### src/rtl/sap_pkg.sv
// Shared definitions for the instruction fetch path: bus widths, opcodes,
// fetch sequencer state encoding and an opcode-extract helper.
// Imported by the fetch interface, the fetch unit and its testbench.
package sap_pkg;

    localparam int ADDR_W = 6;   // instruction buffer address width
    localparam int INS_W  = 51;  // instruction word width
    localparam int OP_W   = 4;   // opcode field width (top bits of the word)

    // Highest buffer address; a run that reaches it stops there, no wrap.
    localparam logic [ADDR_W-1:0] LAST_ADDR = ADDR_W'(63);

    // Opcodes. Only HALT changes the fetch sequence; the rest are decoded downstream.
    localparam logic [OP_W-1:0] OP_NOP   = 4'b0000;
    localparam logic [OP_W-1:0] OP_LOAD  = 4'b0001;
    localparam logic [OP_W-1:0] OP_MAC   = 4'b0010;
    localparam logic [OP_W-1:0] OP_STORE = 4'b0011;
    localparam logic [OP_W-1:0] HALT_OP  = 4'b1111;

    // Fetch sequencer states.
    typedef enum logic [1:0] {
        IDLE  = 2'd0,
        FETCH = 2'd1,
        DRAIN = 2'd2
    } fetch_state_e;

    // Opcode sits in the most significant OP_W bits of the instruction word.
    function automatic logic [OP_W-1:0] opcode_of(input logic [INS_W-1:0] ins);
        return ins[INS_W-1 -: OP_W];
    endfunction

endpackage

### src/rtl/instruction_fetch_unit_if.sv
// Bundle of every non-clock/reset signal of the instruction fetch unit:
//   control  : start, start_addr, abort (in) / busy, done, fetch_count (out)
//   buffer   : ins_addr (out), ins_data (in, combinational return for ins_addr)
//   consumer : ins_out, ins_valid (out) / ins_ready (in)
// master = fetch unit side, slave = environment (buffer, consumer, controller).
interface instruction_fetch_unit_if;
    import sap_pkg::*;

    logic                start;
    logic [ADDR_W-1:0]   start_addr;
    logic                abort;
    logic [ADDR_W-1:0]   ins_addr;
    logic [INS_W-1:0]    ins_data;
    logic [INS_W-1:0]    ins_out;
    logic                ins_valid;
    logic                ins_ready;
    logic                busy;
    logic                done;
    logic [ADDR_W:0]     fetch_count;

    modport master (
        input  start, start_addr, abort, ins_data, ins_ready,
        output ins_addr, ins_out, ins_valid, busy, done, fetch_count
    );

    modport slave (
        output start, start_addr, abort, ins_data, ins_ready,
        input  ins_addr, ins_out, ins_valid, busy, done, fetch_count
    );

endinterface

### src/rtl/instruction_fetch_unit.sv
// Purpose : sequences instruction-buffer reads and hands each word to the decoder.
// Latency : word at address A is on ins_out one cycle after ins_addr==A (slot free).
// Backpr. : ins_ready=0 with ins_valid=1 freezes ins_addr, ins_out and fetch_count.
//
// Ports:
//   clk, rst_n : clock (rising edge), asynchronous active-low reset
//   bus        : instruction_fetch_unit_if.master -- start/start_addr/abort control,
//                ins_addr/ins_data buffer read port, ins_out/ins_valid/ins_ready
//                consumer handshake, busy/done/fetch_count status.
module instruction_fetch_unit
    import sap_pkg::*;
(
    input  logic                      clk,
    input  logic                      rst_n,
    instruction_fetch_unit_if.master  bus
);

    fetch_state_e        state_q,       state_d;
    logic [ADDR_W-1:0]   ins_addr_q,    ins_addr_d;
    logic [INS_W-1:0]    ins_out_q,     ins_out_d;
    logic                ins_valid_q,   ins_valid_d;
    logic                busy_q,        busy_d;
    logic                done_q,        done_d;
    logic [ADDR_W:0]     fetch_count_q, fetch_count_d;

    // Output register can take a new word when it is empty or being emptied now.
    logic slot_free;
    assign slot_free = !ins_valid_q || bus.ins_ready;

    logic is_halt;
    assign is_halt = (opcode_of(bus.ins_data) == HALT_OP);

    always_comb begin
        state_d       = state_q;
        ins_addr_d    = ins_addr_q;
        ins_out_d     = ins_out_q;
        ins_valid_d   = ins_valid_q;
        fetch_count_d = fetch_count_q;
        done_d        = 1'b0;

        case (state_q)
            IDLE: begin
                // abort is meaningless here, so start always wins.
                if (bus.start) begin
                    ins_addr_d    = bus.start_addr;
                    fetch_count_d = '0;
                    state_d       = FETCH;
                end
            end

            FETCH: begin
                if (bus.abort) begin
                    ins_valid_d = 1'b0;
                    state_d     = IDLE;
                end else if (slot_free) begin
                    ins_out_d     = bus.ins_data;
                    ins_valid_d   = 1'b1;
                    fetch_count_d = fetch_count_q + (ADDR_W+1)'(1);
                    // Last word of the run: park the address and wait for
                    // the consumer to take it.
                    if (is_halt || (ins_addr_q == LAST_ADDR)) begin
                        state_d = DRAIN;
                    end else begin
                        ins_addr_d = ins_addr_q + ADDR_W'(1);
                    end
                end
            end

            DRAIN: begin
                if (bus.abort) begin
                    ins_valid_d = 1'b0;
                    state_d     = IDLE;
                end else if (ins_valid_q && bus.ins_ready) begin
                    ins_valid_d = 1'b0;
                    done_d      = 1'b1;
                    state_d     = IDLE;
                end
            end

            default: begin
                ins_valid_d = 1'b0;
                state_d     = IDLE;
            end
        endcase

        busy_d = (state_d != IDLE);
    end

    always_ff @(posedge clk or negedge rst_n) begin
        if (!rst_n) begin
            state_q       <= IDLE;
            ins_addr_q    <= '0;
            ins_out_q     <= '0;
            ins_valid_q   <= 1'b0;
            busy_q        <= 1'b0;
            done_q        <= 1'b0;
            fetch_count_q <= '0;
        end else begin
            state_q       <= state_d;
            ins_addr_q    <= ins_addr_d;
            ins_out_q     <= ins_out_d;
            ins_valid_q   <= ins_valid_d;
            busy_q        <= busy_d;
            done_q        <= done_d;
            fetch_count_q <= fetch_count_d;
        end
    end

    assign bus.ins_addr    = ins_addr_q;
    assign bus.ins_out     = ins_out_q;
    assign bus.ins_valid   = ins_valid_q;
    assign bus.busy        = busy_q;
    assign bus.done        = done_q;
    assign bus.fetch_count = fetch_count_q;

endmodule
### src/flat_wrapper.sv
// flat-port wrapper written by rule: the top's interface ports become plain ports
module instruction_fetch_unit_flat import sap_pkg::*;
  (clk, rst_n, bus_start, bus_start_addr, bus_abort, bus_ins_data, bus_ins_ready, bus_ins_addr, bus_ins_out, bus_ins_valid, bus_busy, bus_done, bus_fetch_count);
  instruction_fetch_unit_if bus_i ();
  input  logic clk;
  input  logic rst_n;
  input wire logic [$bits(bus_i.start)-1:0] bus_start;
  input wire logic [$bits(bus_i.start_addr)-1:0] bus_start_addr;
  input wire logic [$bits(bus_i.abort)-1:0] bus_abort;
  input wire logic [$bits(bus_i.ins_data)-1:0] bus_ins_data;
  input wire logic [$bits(bus_i.ins_ready)-1:0] bus_ins_ready;
  output wire logic [$bits(bus_i.ins_addr)-1:0] bus_ins_addr;
  output wire logic [$bits(bus_i.ins_out)-1:0] bus_ins_out;
  output wire logic [$bits(bus_i.ins_valid)-1:0] bus_ins_valid;
  output wire logic [$bits(bus_i.busy)-1:0] bus_busy;
  output wire logic [$bits(bus_i.done)-1:0] bus_done;
  output wire logic [$bits(bus_i.fetch_count)-1:0] bus_fetch_count;
  assign bus_i.start = bus_start;
  assign bus_i.start_addr = bus_start_addr;
  assign bus_i.abort = bus_abort;
  assign bus_i.ins_data = bus_ins_data;
  assign bus_i.ins_ready = bus_ins_ready;
  assign bus_ins_addr = bus_i.ins_addr;
  assign bus_ins_out = bus_i.ins_out;
  assign bus_ins_valid = bus_i.ins_valid;
  assign bus_busy = bus_i.busy;
  assign bus_done = bus_i.done;
  assign bus_fetch_count = bus_i.fetch_count;
  instruction_fetch_unit u_core (.clk(clk), .rst_n(rst_n), .bus(bus_i));
endmodule
### config.mk
export PLATFORM = sky130hd
export DESIGN_NAME = instruction_fetch_unit_flat
export DESIGN_NICKNAME = d
export VERILOG_FILES = /design/src/rtl/sap_pkg.sv /design/src/rtl/instruction_fetch_unit_if.sv /design/src/rtl/instruction_fetch_unit.sv /design/src/flat_wrapper.sv
export SDC_FILE = /design/constraint.sdc
export NUM_CORES = 1
export LEC_CHECK = 0
export ABC_AREA = 1
export CORE_UTILIZATION = 46
export DETAILED_ROUTE_END_ITERATION = 8
export PLACE_DENSITY = 0.9
export SLEW_MARGIN = 20
export SYNTH_ARGS = -nofsm -noshare
export SYNTH_HDL_FRONTEND = slang
export SYNTH_SLANG_ARGS = --single-unit
### constraint.sdc
create_clock -name clk -period 4.75 [get_ports clk]
set_clock_uncertainty 0.2 [all_clocks]
set_input_delay 0.475 -clock clk [delete_from_list [all_inputs] [get_ports clk]]
set_output_delay 0.475 -clock clk [all_outputs]
set_load 0.05 [all_outputs]
After elaboration in Yosys (flattened, before gate mapping)
Index checks and enable logic that the tools add are counted.
W data, S select, Z words.
{"block": "word_totals", "word_cells": 56, "ff_bits": 69}
{"block": "op_classes", "n_reduce_logical": 11, "n_eq_ne": 10, "bitwise": 2, "n_addsub": 2, "n_mux": 24}
{"cell": "$mux W6", "count": 4}
{"cell": "$mux W7", "count": 3}
{"cell": "$pmux W7 S2", "count": 1}
{"cell": "$mux W2", "count": 6}
{"cell": "$pmux W6 S2", "count": 1}
{"cell": "$add A7 B1 Y7 const B", "count": 1}
{"cell": "$mux W1", "count": 7}
{"cell": "$add A6 B1 Y6 const B", "count": 1}
{"cell": "$eq A6 B6 Y1 const B", "count": 1}
{"cell": "$ne A2 B2 Y1 const B", "count": 3}
{"cell": "$ne A3 B2 Y1 const B", "count": 2}
{"cell": "$pmux W2 S3", "count": 1}
{"cell": "$reduce_and A3 Y1", "count": 2}
{"cell": "$reduce_and A5 Y1", "count": 1}
{"cell": "$eq A4 B4 Y1 const B", "count": 1}
{"cell": "$reduce_and A4 Y1", "count": 1}
{"cell": "$reduce_bool A2 Y1", "count": 2}
{"cell": "$pmux W1 S3", "count": 1}
{"cell": "$eq A2 B1 Y1 const B", "count": 1}
{"cell": "$eq A2 B2 Y1 const B", "count": 1}
{"cell": "$logic_not A2 Y1", "count": 1}
{"cell": "$logic_or A1 B1 Y1", "count": 2}
{"cell": "$ne A2 B1 Y1 const B", "count": 1}
{"cell": "$not A1 Y1", "count": 2}
{"cell": "2 further kinds", "count": 2}

Longest topological paths before layout
Gate-level depths: netlist of run 1.
{"block": "depth", "depth_word": 7, "ltp_mapped": 9, "ltp_nobuf": 9}

Worst setup path after synthesis of run 1
No wires, ideal clock.
{"block": "synth_timing", "kind": "register to register", "start": "reg u_core.ins_addr_q[0] (netlist: u_core.bus.ins_addr[0])", "end": "reg u_core.ins_addr_q[2] (netlist: u_core.bus.ins_addr[2])", "period_less_slack_ns": 1.834, "required_ns": 4.473, "arrival_time_ns": 1.558, "setup_slack_ns": 2.916, "stages_incl_launch_ff": 10, "setup_time_ns": 0.077, "cell_sequence": "dfrtp_1 ha_1 nand2_1 inv_1 nand2_1 nand2_1 nand2_1 nand2_1 nand2_1 o21ai_1"}
{"block": "synth_via", "elab_chain_cells": 5, "elab_cells_between_ends": 9}
{"item": "start, declared", "line_no": "instruction_fetch_unit.sv:19", "rtl": "logic [ADDR_W-1:0] ins_addr_q, ins_addr_d;"}
{"item": "start signal, assigned", "line_no": "instruction_fetch_unit.sv:100", "rtl": "ins_addr_q <= ins_addr_d;"}
{"item": "$add A6 B1 Y6", "line_no": "instruction_fetch_unit.sv:64", "rtl": "ins_addr_d = ins_addr_q + ADDR_W'(1);"}
{"item": "$mux W6", "line_no": "instruction_fetch_unit.sv:61", "rtl": "if (is_halt || (ins_addr_q == LAST_ADDR)) begin"}
{"item": "$mux W6", "line_no": "instruction_fetch_unit.sv:55", "rtl": "end else if (slot_free) begin"}
{"item": "$mux W6", "line_no": "instruction_fetch_unit.sv:52", "rtl": "if (bus.abort) begin"}
{"item": "$pmux W6 S2", "line_no": "instruction_fetch_unit.sv:41", "rtl": "case (state_q)"}
Several ways; a longest one is shown, not always the timed one. The select of a mux whose other input is x is not followed.
A chain may end at the register's enable or synchronous reset.

Worst setup path after layout of run 1
{"block": "layout_timing", "start": "reg u_core.state_q[0]", "end": "reg u_core.ins_out_q[1] (netlist: u_core.bus.ins_out[1])"}
{"block": "layout_via", "elab_chain_cells": 2}
{"item": "start, declared", "line_no": "instruction_fetch_unit.sv:18", "rtl": "fetch_state_e state_q, state_d;"}
{"item": "start signal, assigned", "line_no": "instruction_fetch_unit.sv:99", "rtl": "state_q <= state_d;"}
{"item": "$eq A2 B1 Y1", "line_no": "instruction_fetch_unit.sv:41"}
{"item": "$reduce_and A3 Y1 (no source line)"}
{"item": "end signal, assigned", "line_no": "instruction_fetch_unit.sv:101", "rtl": "ins_out_q <= ins_out_d;"}
{"item": "end, declared", "line_no": "instruction_fetch_unit.sv:20", "rtl": "logic [INS_W-1:0] ins_out_q, ins_out_d;"}
No other way between the ends.

==> results of run 1 <==
## per-layer routing
layer | vias up | part of all wire, % | routed length (um) | track usage [%]
li1 | 1375 | - | - | -
met1 | 1324 | 41 | 2970 | 29.3
met2 | 101 | 51 | 3650 | 37.3
met3 | 17 | 5.8 | 417 | 5.37
met4 | 0 | 2.1 | 148 | 8.46
met5 | - | 0 | 0 | 0
## worst min path at each step
stage                              to                    from  slack (ps)  cells after the start
2_1_floorplan         u_core.bus.busy                   rst_n         -20                      0
3_3_place_gp   u_core.bus.ins_out[33]  u_core.bus.ins_out[33]         250                      2
3_5_place_dp   u_core.bus.ins_out[35]  u_core.bus.ins_out[35]         260                      2
4_1_cts        u_core.bus.ins_out[25]                   rst_n         170                      2
5_1_grt        u_core.bus.ins_addr[2]                   rst_n         210                      2
6_report       u_core.bus.ins_addr[2]                   rst_n         120                      2
## critical path: cells and delay by family (launching register included)
kind	cells	cell delay, ps
AND/OR/NAND/NOR	5	1340
flip-flops	1	410
buffers and inverters	2	430
## cells in the final DEF, fill, tap and decap left out, drive strengths merged
master	n
inv	16
nand2	219
o21a	1
a21boi	1
nand3	11
nor2	12
a21oi	2
o21ai	10
nand4	3
clkbuf	12
xnor2	1
buf	2
a22o	1
nand3b	1
clkinv	2
bufinv	1
clkinvlp	1
dfrtp	69
ha	2
clkdlybuf4s50	127
nor4	1
o21bai	2
## cell type report
class | count | share of cell area [%]
clock buffers | 12 | 3.24
repair buffers | 129 | 28.7
well taps | 77 | 2.15
flip-flops and latches | 69 | 38.5
multi-input cells | 267 | 24.9
inverters | 16 | 1.40
clock inverters | 4 | 1.06
## flip-flops by register name, indices dropped and copies added, names as in the netlist
signal / count
u_core.state_q: 2
u_core.bus.done: 1
u_core.bus.ins_valid: 1
u_core.bus.fetch_count: 7
u_core.bus.ins_addr: 6
u_core.bus.busy: 1
u_core.bus.ins_out: 51
## metrics by stage
stage / instances / setup slack [ps] / total power [W] / area, um2 / hold WS [ps]
floorplan: 364 / 2920 / 0.00225 / 3010 / -20.6
global placement: 558 / 2070 / 0.00285 / 4290 / 253
detailed placement: 558 / 1980 / 0.00290 / 4290 / 259
CTS: 574 / 2190 / 0.00337 / 4480 / 170
global route: 574 / 1960 / 0.00353 / 4480 / 212
finish: 574 / 2220 / 0.00334 / 4480 / 118
## report_power, final
part	leakage, nW	total, W	internal [W]	switching, W
logic	1.25	0.00188	0.000590	0.00129
clock network	0.0964	0.000460	0.000256	0.000204
registers	0.867	0.00100	0.000834	0.000169
## logic make-up after synthesis
family                   after synthesis  share of synthesized area [%]
AND/OR/NAND/NOR                      247                           32.6
flip-flops                            69                           57.4
AO/OA/AOI/OAI                         17                           3.41
XOR/XNOR                               1                          0.291
adder cells (fa/ha/maj)                2                          0.831
buffers and inverters                 28                           5.49
==> PnR_summary.wiki, run 1 <==
{| class="wikitable"
! Metric !! Value
|-
| First-pass GRT wire length || ~13000 um
|-
| Post-CTS Hold Fix Bufs || 0
|-
| Core Box Area || roughly 6300 um2
|-
| Die span in y || between 80 and 90 um
|-
| Maximum vdd ir drop || 0.475 mV
|-
| HPWL after DPL || 5190 um
|-
| Total clock buffers created by CTS || 9
|-
| Net count of the mapped netlist || approximately 430
|-
| Number of levels in the clock H-tree || 3
|-
| Cells after Synth || around 360
|-
| Combined area of the multi-input logic cells || approximately 1100 um2
|-
| Most frequent cell on the critical path || sky130_fd_sc_hd__nand2_1
|-
| Share of the yosys chip area belonging to registers || 57.4%
|-
| Portion of synthesized cell area occupied by the leading cell type || 57.4%
|-
| Final max-slew violation count || 0
|-
| Final count of hold timing violations || 0
|-
| Number of antenna violations at the first check in global routing || 0
|-
| Ordered cell list for the critical path || inv_2 > nor2_2 > nand2_2 > nor2_8 > inv_4 > nand2_1 > nand2_1
|-
| Count of inserted antenna diode cells || 0
|-
| Number of buffers added for setup after CTS || 0
|-
| Setup crit start kind || flop
|-
| Tmin final || 2530 ps
|-
| Capturing element type of the critical path || flop
|-
| Internal reg-to-reg setup slack || approximately 2200 ps
|-
| Worst flop-to-flop path startpoint || u_core.state_q[0]
|-
| Total standard cell area after synthesis || between 3000 and 4000 um2
|-
| Initial Util || between 40 and 50%
|-
| GP Congestion || a little over 0.8
|-
| Vias || 2817
|-
| Final sum of negative setup slack || 0 ps
|-
| Endpoint of the most critical register-to-register path || u_core.bus.ins_out[1]
|-
| WP data arrival || 2530 ps
|-
| Overall die area || a little under 7000 um2
|-
| Leading area contributor after synthesis || sky130_fd_sc_hd__dfrtp_1
|-
| Remaining DRCs || 0
|-
| Dominant register cell in the synthesized netlist || sky130_fd_sc_hd__dfrtp_1
|-
| Clock-pin transition on the worst setup and hold timing paths || ~70 ps
|-
| Skew-Pair Late Insertion Delay || 320 ps
|-
| Leakage dissipation || 2.22 nW
|-
| Critical path origin || u_core.state_q[0]
|-
| RSZ-0062 raised after global routing || no
|-
| Clock Path Buffers || 2
|-
| Synthesized area divided by synthesized cell count || between 8 and 9 um2
|-
| Critical path fanouts, max || 54
|-
| Slew at the pin with the worst max-slew slack || approximately 830 ps
|-
| Synthesized flop and latch total || 69
|-
| Yosys cell types || 26
|-
| Aggregate global routing overflow || 0
|-
| Average detailed-routed wire length per instance || 12.5 um
|-
| Syn-to-layout area delta || 48.9%
|-
| CP Class || flop to flop
|-
| Sequential Area || about 1700 um2
|-
| Setup Viol. Count Final || 0
|-
| Maximum operating frequency || approximately 400 MHz
|-
| Buffers on Ports || 128
|-
| Fin crit share || a little over half
|-
| Final core utilization || around 70%
|-
| Vias in the first global route || ~2.8k
|-
| GRT Overall Usage || 22.7%
|-
| Max_cap viols || 0
|-
| Final Routed Wirelength || around 7000 um
|-
| Cells taking the most area after synthesis || sky130_fd_sc_hd__dfrtp_1 57%, sky130_fd_sc_hd__nand2_1 27%, sky130_fd_sc_hd__nand3_1 1.8%
|-
| Post-CTS Resized || 0
|-
| First-pass iteration count of the detailed router || 4
|-
| Fill cell instance count of the final layout || 490
|-
| Result of the run || finished, final reports clean
|-
| Slowest library cell on the worst path || sky130_fd_sc_hd__nor2_8
|-
| Die boundary width || 82.9 um
|-
| Fraction of final layout cells sized beyond drive strength 1 || 4.83%
|-
| Routed Antenna Nets || 0
|-
| Total number of placement rows || 29
|-
| Pin count of the biggest net entering global routing || 70
|-
| Via density || 4.91
|-
| Yosys Warn Count || 0
|-
| Worst min-delay path class || primary input to async pin
|-
| Largest stage delay, worst path || approximately 550 ps
|-
| Most used standard cell by instance count after synthesis || sky130_fd_sc_hd__nand2_1
|-
| Critical path required time || roughly 4800 ps
|-
| CTS sink cnt || 69
|-
| Most used standard cells in the synthesized netlist || 216 x sky130_fd_sc_hd__nand2_1, 69 x sky130_fd_sc_hd__dfrtp_1, 14 x sky130_fd_sc_hd__inv_1, 11 x sky130_fd_sc_hd__nand3_1, 10 x sky130_fd_sc_hd__nor2_1
|-
| Starting DRT DRC Count || 143
|-
| Capturing element of the worst setup path || u_core.bus.ins_out[1]
|-
| Number of synthesized flops with an enable pin || 0
|-
| R2R cell count || 7
|-
| Max transition margin || between 40 and 50%
|-
| Total power per unit cell area || ~750 nW/um2
|-
| Clock root buffer || sky130_fd_sc_hd__clkbuf_8
|-
| Nets@finish || between 500 and 600
|-
| Post-synthesis async set-or-reset flop share || 100%
|-
| Io pins || roughly 130
|-
| Clock tree from TritonCTS || done
|}
Power figures use the tool's default switching activity.
==> run 2: changes to the inputs <==
CORE_UTILIZATION = 42   (was 46)
PLACE_DENSITY = 0.84   (was 0.9)
clock period = 2.4 ns   (was 4.75 ns; I/O delays follow)
==> run 2 against run 1 <==
Sequential share of layout area down 0.98 points. Flip-flop and latch count unchanged. First-iteration DRC count down 21%. Count of clock-buffer cells in the layout unchanged. Register-to-register slack worse by 1600 ps. Sequential power up 97%. Cell count up 4.0%. Highest routed layer unchanged.
==> PnR_summary.wiki, run 2 (synthesized netlist as in run 1, its figures left out) <==
{| class="wikitable"
! Metric !! Value
|-
| First-pass iteration count of the detailed router || 4 (unchanged)
|-
| Starting DRT DRC Count || 113 (-21%)
|-
| GRT Overall Usage || 20.9% (-1.8 points)
|-
| Slew at the pin with the worst max-slew slack || 797 ps (-37.1 ps)
|-
| Number of levels in the clock H-tree || 3 (unchanged)
|-
| Clock Path Buffers || 2 (unchanged)
|-
| Most common library cell in the layout ignoring fill and taps || sky130_fd_sc_hd__nand2_1
|-
| Core Box Area || 6870 um2 (+8.2%)
|-
| Critical path origin || u_core.bus.fetch_count[4]
|-
| Skew-Pair Late Insertion Delay || 330 ps (about the same)
|-
| Nets@finish || 560 (+0.72%)
|-
| Critical path required time || 1960 ps (-2800 ps)
|-
| Syn-to-layout area delta || 52.7%
|-
| Count of inserted antenna diode cells || 0 (unchanged)
|-
| Overall die area || 7510 um2 (+9.3%)
|-
| Vias in the first global route || 2637 (-6.1%)
|-
| Maximum operating frequency || just under 500 MHz
|-
| Area after detailed placement || 4350 um2 (+1.4%)
|-
| Total number of placement rows || 30 (+3.4%)
|-
| Largest stage delay, worst path || 840 ps (+290 ps)
|-
| Worst min-delay path class || primary input to flop
|-
| Setup Viol. Count Final || 0 (unchanged)
|-
| Capturing element type of the critical path || output pin
|-
| Post-CTS Hold Fix Bufs || 1 (+1)
|-
| Io pins || 129 (unchanged)
|-
| Final worst-path setup slack || 345 ps (-1880 ps)
|-
| Ordered cell list for the critical path || clkdlybuf4s50_1
|-
| Tmin final || between 2000 and 2500 ps
|-
| Critical path's top delay family || buffers and inverters
|-
| Average detailed-routed wire length per instance || 12.2 um (-2.3%)
|-
| GP Congestion || 0.837 (+3.8%)
|-
| Relative contribution of the clock network to total power || 16.7% (+2.9 points)
|-
| Final max-slew violation count || 0 (unchanged)
|-
| Maximum vdd ir drop || 1.00 mV (+110%)
|-
| Routed Antenna Nets || 0 (unchanged)
|-
| Critical path fanouts, max || 6 (-89%)
|-
| Fill cell instance count of the final layout || 568 (+16%)
|-
| Hold Worst Slack || 244 ps (+126 ps)
|-
| Clock tree from TritonCTS || done
|-
| Switching pwr || 0.00330 W (+99%)
|-
| Number of buffers added for setup after CTS || 0 (unchanged)
|-
| Die boundary width || 86.6 um (+4.5%)
|-
| Max_cap viols || 0 (unchanged)
|-
| Aggregate global routing overflow || 0 (unchanged)
|-
| Die span in y || 86.6 um (+4.5%)
|-
| Area of all placed cells without fillers || 4600 um2 (+2.6%)
|-
| CP Class || flop to output pin
|-
| Post-CTS Resized || 0 (unchanged)
|-
| Relative contribution of combinational cells to total power || 54.6% (-1.6 points)
|-
| Max transition margin || 46.9% (+2.5 points)
|-
| HPWL after DPL || 5200 um (+0.32%)
|-
| First-pass GRT wire length || 12100 um (-3.8%)
|-
| Hold path startpoint || bus_ins_data[34]
|-
| Total power of the final layout || 0.00686 W (+110%)
|-
| Switching share of power || 48.1% (-1.6 points)
|-
| RSZ-0062 raised after global routing || no
|-
| Vias || 2760 (-2.0%)
|-
| Sequential share of power || 28.7% (-1.3 points)
|-
| Setup crit start kind || flop
|-
| Total buffers and inverters traversed by the critical path || 1 (-1)
|-
| WP data arrival || 1620 ps (-910 ps)
|-
| Final Routed Wirelength || 7310 um (+1.7%)
|-
| Via density || 4.62 (-5.8%)
|-
| Initial Util || 43.8% (-3.6 points)
|-
| Clock root buffer || sky130_fd_sc_hd__clkbuf_8
|-
| Total power per unit cell area || 1490 nW/um2 (+100%)
|-
| Remaining DRCs || 0 (unchanged)
|-
| Worst setup timing slack at the placement stage || 432 ps (-1550 ps)
|-
| Total clock buffers created by CTS || 9 (unchanged)
|-
| Buffers on Ports || 128 (unchanged)
|-
| Pin count of the biggest net entering global routing || 54 (-23%)
|-
| Max reg flops || 51 (unchanged)
|-
| Most frequent cells in the layout || 216 x sky130_fd_sc_hd__nand2_1, 127 x sky130_fd_sc_hd__clkdlybuf4s50_1, 69 x sky130_fd_sc_hd__dfrtp_1, 14 x sky130_fd_sc_hd__inv_1, 11 x sky130_fd_sc_hd__nand3_1
|-
| Fin crit share || ~86%
|-
| Leakage dissipation || 2.26 nW (+2.2%)
|-
| CTS sink cnt || 69 (unchanged)
|-
| Final count of hold timing violations || 0 (unchanged)
|-
| Final sum of negative setup slack || 0 ps (unchanged)
|-
| Number of antenna violations at the first check in global routing || 0 (unchanged)
|-
| Slowest library cell on the worst path || sky130_fd_sc_hd__clkdlybuf4s50_1
|-
| Result of the run || finished, final reports clean
|-
| Clock-pin transition on the worst setup and hold timing paths || 80 ps (about the same)
|-
| Worst flop-to-flop path startpoint || u_core.state_q[0]
|-
| Internal power of the cells || 0.00355 W (+110%)
|-
| Fraction of final layout cells sized beyond drive strength 1 || 5.39% (+0.56 points)
|}
run 2: cell count changes in the layout (fill, tap and decap cells not counted), sizes merged:
cell / before / now
buf: 2 / 5
bufinv: 1 / 3
clkinv: 2 / 1
clkinvlp: 1 / 0
dlygate4sd3: 0 / 1
run 2: layout make-up:
type,instances,area [um2],share of cell area (%)
sequential,69,1730,37.6
timing repair buffer,133,1330,28.9
multi-input combinational,267,1120,24.3
clock buffer,12,145,3.16
tap,96,120,2.61
clock inverter,4,95.1,2.07
inverter,16,62.6,1.36
run 2: worst min-delay path: stages:
cell,delay [ps]
sky130_fd_sc_hd__clkdlybuf4s50_1,390
sky130_fd_sc_hd__nand2_1,60
sky130_fd_sc_hd__nand2_1,40
run 2: routing by layer:
layer	track usage (%)	up-vias	part of all wire, %
met4	8.64	0	1.2
met1	26.1	1277	41
met3	6.00	8	7.4
met2	34.1	96	50
met5	0	-	0
li1	-	1379	-
run 2: final timing paths:
kind	endpoint	slack, ps	cells past startpoint
max in group asynchronous	u_core.bus.fetch_count[6]	1010	3
hold reg to reg	u_core.bus.ins_out[13]	270	2
min in group asynchronous	u_core.bus.ins_addr[2]	330	2
setup reg to reg	u_core.bus.ins_out[39]	600	8
setup / recovery	bus_fetch_count[4]	340	1
hold / removal	u_core.bus.ins_out[34]	240	3
run 2: power by group through the flow:
stage / logic [W] / clock network, W / registers (W)
after floorplan: 0.000797 / 0 / 0.00365
after detailed placement: 0.00377 / 0 / 0.00197
final: 0.00374 / 0.00115 / 0.00197
after CTS: 0.00377 / 0.00116 / 0.00197
after global placement: 0.00370 / 0 / 0.00196
after global routing: 0.00397 / 0.00122 / 0.00203
run 2: through the flow:
step / utilization [%] / std cells
CTS: 66.9 / 597
detailed placement: 63.3 / 580
finish: 66.9 / 597
global placement: 63.3 / 580
global route: 66.9 / 597
floorplan: - / 364
